**src/rtl/serial_add_pkg.sv**
```systemverilog
// Shared types and constants for the bit-serial adder controller.
// State encoding, default width and counter sizing helper.
package serial_add_pkg;

  localparam int DEF_WIDTH = 8;
  localparam int CNT_W     = $clog2(DEF_WIDTH);

  typedef enum logic [1:0] {
    IDLE = 2'b00,
    RUN  = 2'b01,
    DONE = 2'b10
  } state_e;

  function automatic int cnt_width(input int w);
    return (w < 2) ? 1 : $clog2(w);
  endfunction

endpackage

```
**src/rtl/serial_add_ctrl_if.sv**
```systemverilog
// Request/response handshake bundle for serial_add_ctrl.
// master = requester/consumer, slave = the adder block.
interface serial_add_ctrl_if
  import serial_add_pkg::*;
#(
  parameter int WIDTH = DEF_WIDTH
) ();

  logic             in_valid;
  logic             in_ready;
  logic [WIDTH-1:0] in_a;
  logic [WIDTH-1:0] in_b;
  logic             in_cin;
  logic             out_valid;
  logic             out_ready;
  logic [WIDTH-1:0] out_sum;
  logic             out_cout;
  logic             out_ovf;

  modport master (
    output in_valid, in_a, in_b, in_cin, out_ready,
    input  in_ready, out_valid, out_sum, out_cout, out_ovf
  );

  modport slave (
    input  in_valid, in_a, in_b, in_cin, out_ready,
    output in_ready, out_valid, out_sum, out_cout, out_ovf
  );

endinterface

```
**src/rtl/full_adder.sv**
```systemverilog
// 1-bit full-adder cell.
// Port order: sum, carry-out, a, b, carry-in.
module full_adder (
  output logic s,
  output logic c,
  input  logic a,
  input  logic b,
  input  logic cin
);

  assign s = a ^ b ^ cin;
  assign c = (a & b) | (cin & (a ^ b));

endmodule

```
**src/rtl/serial_add_ctrl.sv**
```systemverilog
// Bit-serial adder: one full-adder cell, WIDTH cycles per operation,
// valid/ready request and response handshakes.
module serial_add_ctrl
  import serial_add_pkg::*;
#(
  parameter int WIDTH = DEF_WIDTH
) (
  input  logic              clk,
  input  logic              rst_n,
  serial_add_ctrl_if.slave  bus,
  output logic              busy
);

  localparam int CW = cnt_width(WIDTH);
  localparam logic [CW-1:0] LAST = CW'(WIDTH - 1);

  state_e           state_q;
  logic [WIDTH-1:0] a_q;
  logic [WIDTH-1:0] b_q;
  logic [WIDTH-1:0] sum_q;
  logic [CW-1:0]    cnt_q;
  logic             c_q;
  logic             cout_q;
  logic             ovf_q;

  logic fa_s;
  logic fa_c;

  full_adder u_fa (
    .s   (fa_s),
    .c   (fa_c),
    .a   (a_q[0]),
    .b   (b_q[0]),
    .cin (c_q)
  );

  always_ff @(posedge clk or negedge rst_n) begin
    if (!rst_n) begin
      state_q <= IDLE;
      a_q     <= '0;
      b_q     <= '0;
      sum_q   <= '0;
      cnt_q   <= '0;
      c_q     <= 1'b0;
      cout_q  <= 1'b0;
      ovf_q   <= 1'b0;
    end else begin
      unique case (state_q)
        IDLE: begin
          if (bus.in_valid) begin
            a_q     <= bus.in_a;
            b_q     <= bus.in_b;
            c_q     <= bus.in_cin;
            cnt_q   <= '0;
            state_q <= RUN;
          end
        end
        RUN: begin
          a_q   <= a_q >> 1;
          b_q   <= b_q >> 1;
          sum_q <= {fa_s, sum_q[WIDTH-1:1]};
          c_q   <= fa_c;
          cnt_q <= cnt_q + CW'(1);
          // c_q here is the carry into the MSB cell
          if (cnt_q == LAST) begin
            cout_q  <= fa_c;
            ovf_q   <= c_q ^ fa_c;
            state_q <= DONE;
          end
        end
        DONE: begin
          if (bus.out_ready) begin
            state_q <= IDLE;
          end
        end
        default: state_q <= IDLE;
      endcase
    end
  end

  assign bus.in_ready  = (state_q == IDLE);
  assign bus.out_valid = (state_q == DONE);
  assign busy          = (state_q != IDLE);
  assign bus.out_sum   = sum_q;
  assign bus.out_cout  = cout_q;
  assign bus.out_ovf   = ovf_q;

endmodule

```
**src/flat_wrapper.sv**
```systemverilog
// flat-port wrapper written by rule: the top's interface ports become plain ports
module serial_add_ctrl_flat import serial_add_pkg::*;
#(
  parameter int WIDTH = DEF_WIDTH
)
  (clk, rst_n, busy, bus_in_valid, bus_in_a, bus_in_b, bus_in_cin, bus_out_ready, bus_in_ready, bus_out_valid, bus_out_sum, bus_out_cout, bus_out_ovf);
  serial_add_ctrl_if #(.WIDTH(WIDTH)) bus_i ();
  input  logic clk;
  input  logic rst_n;
  output logic busy;
  input wire logic [$bits(bus_i.in_valid)-1:0] bus_in_valid;
  input wire logic [$bits(bus_i.in_a)-1:0] bus_in_a;
  input wire logic [$bits(bus_i.in_b)-1:0] bus_in_b;
  input wire logic [$bits(bus_i.in_cin)-1:0] bus_in_cin;
  input wire logic [$bits(bus_i.out_ready)-1:0] bus_out_ready;
  output wire logic [$bits(bus_i.in_ready)-1:0] bus_in_ready;
  output wire logic [$bits(bus_i.out_valid)-1:0] bus_out_valid;
  output wire logic [$bits(bus_i.out_sum)-1:0] bus_out_sum;
  output wire logic [$bits(bus_i.out_cout)-1:0] bus_out_cout;
  output wire logic [$bits(bus_i.out_ovf)-1:0] bus_out_ovf;
  assign bus_i.in_valid = bus_in_valid;
  assign bus_i.in_a = bus_in_a;
  assign bus_i.in_b = bus_in_b;
  assign bus_i.in_cin = bus_in_cin;
  assign bus_i.out_ready = bus_out_ready;
  assign bus_in_ready = bus_i.in_ready;
  assign bus_out_valid = bus_i.out_valid;
  assign bus_out_sum = bus_i.out_sum;
  assign bus_out_cout = bus_i.out_cout;
  assign bus_out_ovf = bus_i.out_ovf;
  serial_add_ctrl #(.WIDTH(WIDTH)) u_core (.clk(clk), .rst_n(rst_n), .bus(bus_i), .busy(busy));
endmodule
```
**config.mk**
```make
export PLATFORM = sky130hd
export DESIGN_NAME = serial_add_ctrl_flat
export DESIGN_NICKNAME = d
export VERILOG_FILES = /design/src/rtl/serial_add_pkg.sv /design/src/rtl/serial_add_ctrl_if.sv /design/src/rtl/full_adder.sv /design/src/rtl/serial_add_ctrl.sv /design/src/flat_wrapper.sv
export SDC_FILE = /design/constraint.sdc
export NUM_CORES = 1
export LEC_CHECK = 0
export ABC_AREA = 0
export ABC_CLOCK_PERIOD_IN_PS = 1600
export CAP_MARGIN = 25
export CORE_UTILIZATION = 49
export CTS_CLUSTER_SIZE = 20
export DETAILED_ROUTE_END_ITERATION = 6
export PLACE_DENSITY = 0.76
export SYNTH_ARGS = -nofsm -noshare
export SYNTH_HDL_FRONTEND = slang
export SYNTH_SLANG_ARGS = --single-unit
```
**constraint.sdc**
```tcl
create_clock -name clk -period 1.6 [get_ports clk]
set_input_delay 0.4 -clock clk [delete_from_list [all_inputs] [get_ports clk]]
set_output_delay 0.4 -clock clk [all_outputs]
set_load 0.005 [all_outputs]
```
== Word level (Yosys, flattened, before mapping) ==
Cells that the tools add are included.

* Add/sub/neg operators: 1
* Multipliers: 0
* Div/mod/pow operators: 0
* Magnitude comparators: 0
* Equal/unequal tests: 6
* Shifts and indexed selects: 0
* Muxes and demuxes: 12
* Bitwise operators: 6
* Reductions and logical operators: 6

{| class="wikitable"
|+ Operators with widths
! operator !! number
|-
| 8-bit one-hot mux with 2 select lines || 2
|-
| 8-bit 2-to-1 mux || 2
|-
| 2-bit 2-to-1 mux || 3
|-
| 2-bit one-hot mux with 3 select lines || 1
|-
| 3-bit one-hot mux with 2 select lines || 1
|-
| 2-bit inequality test (second input constant) || 2
|-
| 2-bit AND reduction || 2
|-
| 2-bit nonzero test || 2
|-
| 3-bit by 1-bit adder with 3-bit output (second input constant) || 1
|-
| 3-bit == test (second input constant) || 1
|-
| 3-bit 2-to-1 mux || 1
|-
| 3-bit AND reduction || 1
|-
| 1-bit XOR || 3
|-
| 1-bit bitwise AND || 2
|-
| 2-bit by 1-bit == test with 1-bit output (second input constant) || 1
|-
| 2-bit == test (second input constant) || 1
|-
| 2-bit logical NOT || 1
|-
| 2-bit by 1-bit inequality test with 1-bit output (second input constant) || 1
|-
| 1-bit one-hot mux with 2 select lines || 1
|-
| 1-bit 2-to-1 mux || 1
|-
| 1-bit OR || 1
|}

* Bits in registers: 32
* Latch bits: 0
* RAM bits: 0
* Memory bits (read-only): 0
* Bits of input ports: 21
* Output and inout port bits: 13
* Word-level logic and storage cells: 39
* Memories: 0

== Depth between registers and ports, before layout ==
* Depth after elaboration: 4
* Depth in mapped cells: 5
* Depth with buffers taken out: 4

== By module ==
Synthesis repeated with hierarchy kept, for this count alone.

* Cells, all modules: 128
* Area, all modules: 1,545.2 µm²

{| class="wikitable"
|+ Modules (own cells, without submodules)
! module !! times used !! cells each !! area an instance (µm²) !! seq. area each (µm²)
|-
| serial_add_ctrl || 1 || 127 || 1,525.2 || 800.8
|-
| full_adder || 1 || 1 || 20.0 || 0.0
|}

== Worst setup path before layout ==
Ideal clock, no wire load.

* Kind: reg-to-reg
* From: register u_core.a_q[0]
* To: register u_core.ovf_q (netlist: u_core.bus.out_ovf)
* Library setup time: 0.128 ns
* Arrival time: 1.277 ns
* Required time: 1.472 ns
* Setup slack: 0.196 ns
* Stages on the path, launching flop included: 4
* Path buffers: 0
* Period minus slack after synthesis: 1.404 ns
* Cell sequence: dfrtp_1 -> fa_1 -> xor2_1 -> mux2_1

* Cells in the longest elaborated chain, start to end: 4
* Elaborated cells between the ends (all ways): 5
* Classes of those cells: bitwise (5)

{| class="wikitable"
|+ Ends and longest elaborated chain
! what !! line !! text
|-
| start: declaration || serial_add_ctrl.sv:18 || <nowiki>logic [WIDTH-1:0] a_q;</nowiki>
|-
| start signal: assignment || serial_add_ctrl.sv:51 || <nowiki>a_q <= bus.in_a;</nowiki>
|-
| start signal: assignment || serial_add_ctrl.sv:59 || <nowiki>a_q <= a_q >> 1;</nowiki>
|-
| 1-bit XOR || full_adder.sv:12 || <nowiki>assign c = (a & b) | (cin & (a ^ b));</nowiki>
|-
| 1-bit bitwise AND || full_adder.sv:12 ||
|-
| 1-bit OR * || full_adder.sv:12 ||
|-
| named net u_core.fa_c || serial_add_ctrl.sv:27 || <nowiki>logic fa_c;</nowiki>
|-
| 1-bit XOR * || serial_add_ctrl.sv:67 || <nowiki>ovf_q <= c_q ^ fa_c;</nowiki>
|-
| end signal: assignment || serial_add_ctrl.sv:67 ||
|-
| end: declaration || serial_add_ctrl.sv:24 || <nowiki>logic ovf_q;</nowiki>
|}

The timed path passes the listed nets; every way through them passes the cells marked *.
A chain may end at the register's enable or synchronous reset.

== Final worst setup path ==
* From: register u_core.state_q[0]
* To: register u_core.ovf_q (netlist: u_core.bus.out_ovf)

* Cells in the longest elaborated chain, start to end: 2

{| class="wikitable"
|+ Ends and longest elaborated chain
! what !! line !! text
|-
| start: declaration || serial_add_ctrl.sv:17 || <nowiki>state_e state_q;</nowiki>
|-
| start signal: assignment || serial_add_ctrl.sv:39 || <nowiki>state_q <= IDLE;</nowiki>
|-
| start signal: assignment || serial_add_ctrl.sv:55 || <nowiki>state_q <= RUN;</nowiki>
|-
| start signal: assignment || serial_add_ctrl.sv:68 || <nowiki>state_q <= DONE;</nowiki>
|-
| 2-bit by 1-bit == test with 1-bit output || serial_add_ctrl.sv:48 || <nowiki>unique case (state_q)</nowiki>
|-
| 2-bit AND reduction (no source line) || -- ||
|}

No other way between the ends.

==> run summary <==
Max Cap Viol = 0
GRT Util Overall = 0.2389
Post-DP HPWL = 2.301 mm
Seq/Total Area, Yosys = 0.5316
CTS Hold Bufs = 0
Multiplexer share of the synthesized area = 0.01495
Failing checks = design-rule violations, negative setup slack
Worst r2r dst = u_core.bus.out_ovf
Combinational power share = 0.493
Setup crit end = u_core.bus.out_ovf
EDFF count, synth = 0
Sw Share = 0.3547
Nets@finish = 223
Chip height = 57.45 microns
Hold WC Path Type = in -> async
Number of vias per cell = 5.463
Final instance area = 0.002157 sq mm
Compound-Gate Fraction of Synth Area = 0.1645
Leakage = 0.001085 uW
Ys flop type = dfrtp_1
Post-Syn Nets = 168
Vias = 1,262
Pwr Density = 1858 mW/mm^2
Placed Area = 0.001928 sq mm
Seq pwr share = 0.355
Rel. slew slack = 0.7647
Worst-Skew Late Latency = 340 ps
CTS max path bufs = 2
P_sw = 1421 uW
WL/cell = 15.49 microns
Power share of the clock group = 0.152
Die area = 0.003300 sq mm
Mapped Area = 0.001506 sq mm
Final Cycle Share = 1.015
Largest net degree at the start of global routing = 33
Avg Cell Area, Syn = 10.46 sq um
Num CTS Buffers = 5
Fin crit period = 1624 ps
Worst Path Required = 1820 ps
Core Region = 0.002829 sq mm
Gpl congestion = 0.7422
Final Core Density = 0.7625
Combinational family with the most area after synthesis = simple AND/OR/NAND/NOR gates
# clock sinks = 32
Total grt overflow = 0
CTS tree = built
CP Launch Type = flop
Hold Violations, Final = 0
Synth Area in Simple Gates = 0.2027
Internal power = 2586 uW
Drt pass-1 iters = 6
Post-route ant nets = 0
First-pass GRT wire length = 5.651 mm
#FFs+latches synth = 32
Final WS setup = -24.44 ps
Row count = 19
Worst Skew = 6.701 ps
Hold WS = 414.7 ps
Clk pin slew, worst setup/hold paths = 100 ps
DP Cell Count = 211
Initial antenna violation count = 0
Unique cell type count in the Yosys netlist = 30
Outcome = complete, but fails checks
Synth Area in XOR/XNOR = 0.005814
VDD IR max = 0.001114 V
Io pins = 34
I/O Buffers = 33
Worst Reg-to-Reg Cells = 6
Area growth syn-to-layout = 43.19%
Share of cells above drive strength 1 = 0.2650
CP Class = reg -> reg
1st-iter DRT viols = 39
Initial Util = 0.5325
DRT Wirelength = 3.579 mm
Final Slew Violations = 0
RSZ-0062 raised after global routing = yes
Die W = 57.45 microns
Mapped Cells = 144
Actual slew at the worst max-slew pin = 351.9 ps
Final routed DRC violation total = 2
Post-route insts no fill = 231
Worst Setup SP = u_core.state_q[0]
Crit-path max FO = 5
Synth warnings = 0
FF-to-FF setup slack = -20 ps
FMAX = 615.6 MHz
CTS HTree Levels = 2
Crit end category = flop
R2r startpoint = u_core.state_q[0]
Vias in the first global route = 1,258
Arr. time, crit path = 1850 ps
Diode count = 0
# setup viols final = 2
Setup TNS Final = -44.37 ps
Async set-reset flop share out of synthesis = 1.000
Post-Synth Adder-Cell Area = 0.02990
Root Buffer = clkbuf_4
FILL cells = 210
[power groups by stage]
stage / Sequential, uW / Combinational, uW / Clock [uW]
after floorplan: 1390 / 1040 / 0
after global placement: 1420 / 1610 / 0
after detailed placement: 1440 / 1690 / 0
after CTS: 1400 / 1880 / 611
after global routing: 1460 / 2160 / 659
final: 1420 / 1980 / 609
[layout by cell type, fill, tap and decap left out, types with 2 or more instances in the layout]
| master | instances |
|---|---|
| a2bb2oi_1 | 5 |
| buf_6 | 5 |
| nor3b_1 | 4 |
| nor2_4 | 2 |
| dlygate4sd2_1 | 4 |
| a22oi_2 | 3 |
| dfrtp_1 | 31 |
| nand2b_4 | 2 |
| o22a_1 | 5 |
| mux2_1 | 2 |
| clkbuf_4 | 5 |
| ha_1 | 2 |
| nand2b_1 | 2 |
| nand3b_1 | 6 |
| buf_4 | 20 |
| clkdlybuf4s50_1 | 20 |
| nor3_1 | 4 |
| dlymetal6s2s_1 | 6 |
| a211oi_2 | 4 |
| o21ai_0 | 7 |
| a22o_1 | 2 |
| nand2_1 | 30 |
| inv_1 | 6 |
| nand3_1 | 4 |
| nor2b_1 | 2 |
| o221a_2 | 2 |
[cells by family after synthesis]
| kind of cell | count (synthesis) |
|---|---|
| flops | 32 |
| buf+inv | 16 |
| mux | 2 |
| compound gates | 30 |
| xor+xnor | 1 |
| simple gates | 60 |
| fa+ha+maj | 3 |
[state kept, by name (all words and copies together), names as in the netlist]
| name | count |
|---|---|
| u_core.bus.out_sum | 8 |
| u_core.bus.out_ovf | 1 |
| u_core.bus.out_cout | 1 |
| u_core.b_q | 8 |
| u_core.a_q | 8 |
| u_core.state_q | 2 |
| u_core.cnt_q | 3 |
| u_core.c_q | 1 |
[worst max-delay path: stages, from the launching register on]
cell     delay, ps
dfrtp_1        440
buf_6          140
buf_4          120
buf_4          140
and2b_2        220
nand2_2        100
mux2_1         340
[layout make-up]
class	instances	area, sq um	share of cell area
Multi-Input combinational cell	96	671.9	0.3115
Sequential cell	32	802.0	0.3718
Tap cell	31	38.79	0.01798
Timing Repair Buffer	57	541.8	0.2512
Clock buffer	6	41.29	0.01914
Inverter	7	26.28	0.01218
Clock inverter	2	35.03	0.01624
[through the flow]
step	worst slack (ps)	total power, uW
2_1_floorplan	195.9	2430
3_3_place_gp	-139.3	3031
3_5_place_dp	-207.5	3121
4_1_cts	-19.33	3895
5_1_grt	-56.76	4279
6_report	-24.44	4007
[metal layers]
metal	routed length, microns	vias to the layer above	share of wire	track usage
li1	-	608	-	-
met1	1378	608	0.39	0.2608
met2	1888	33	0.53	0.4053
met3	191	13	0.053	0.08844
met4	121	0	0.034	0.1220
met5	0	-	0	0
[worst min path at each step]
stage          cells after the start  slack (ps)                   from                    end
2_1_floorplan                      0         100                  rst_n          u_core.a_q[0]
3_3_place_gp                       2         460  u_core.bus.out_sum[0]  u_core.bus.out_sum[0]
3_5_place_dp                       1         480    u_core.bus.out_cout    u_core.bus.out_cout
4_1_cts                            2         420                  rst_n  u_core.bus.out_sum[4]
5_1_grt                            2         420                  rst_n        u_core.cnt_q[0]
6_report                           2         410                  rst_n          u_core.a_q[0]
[synth_stat cells, drive strengths merged, types with 4 or more instances]
cell type	number	share of area
o22a	5	0.029
o21ai	7	0.023
a22oi	4	0.020
a2bb2oi	5	0.029
nor3	4	0.013
nand3	4	0.013
inv	7	0.017
nand2b	4	0.017
nand2	31	0.077
buf	6	0.026
nor3b	4	0.020
a211oi	4	0.033
nand3b	6	0.030
dfrtp	32	0.53
[repair_timing]
action,in CTS,in global routing
endpoints found under the setup margin,12,26
setup buffers,12,0
pin swaps,1,4
gates resized for setup,19,19
Note: power is estimated with default switching activity, not from simulation.
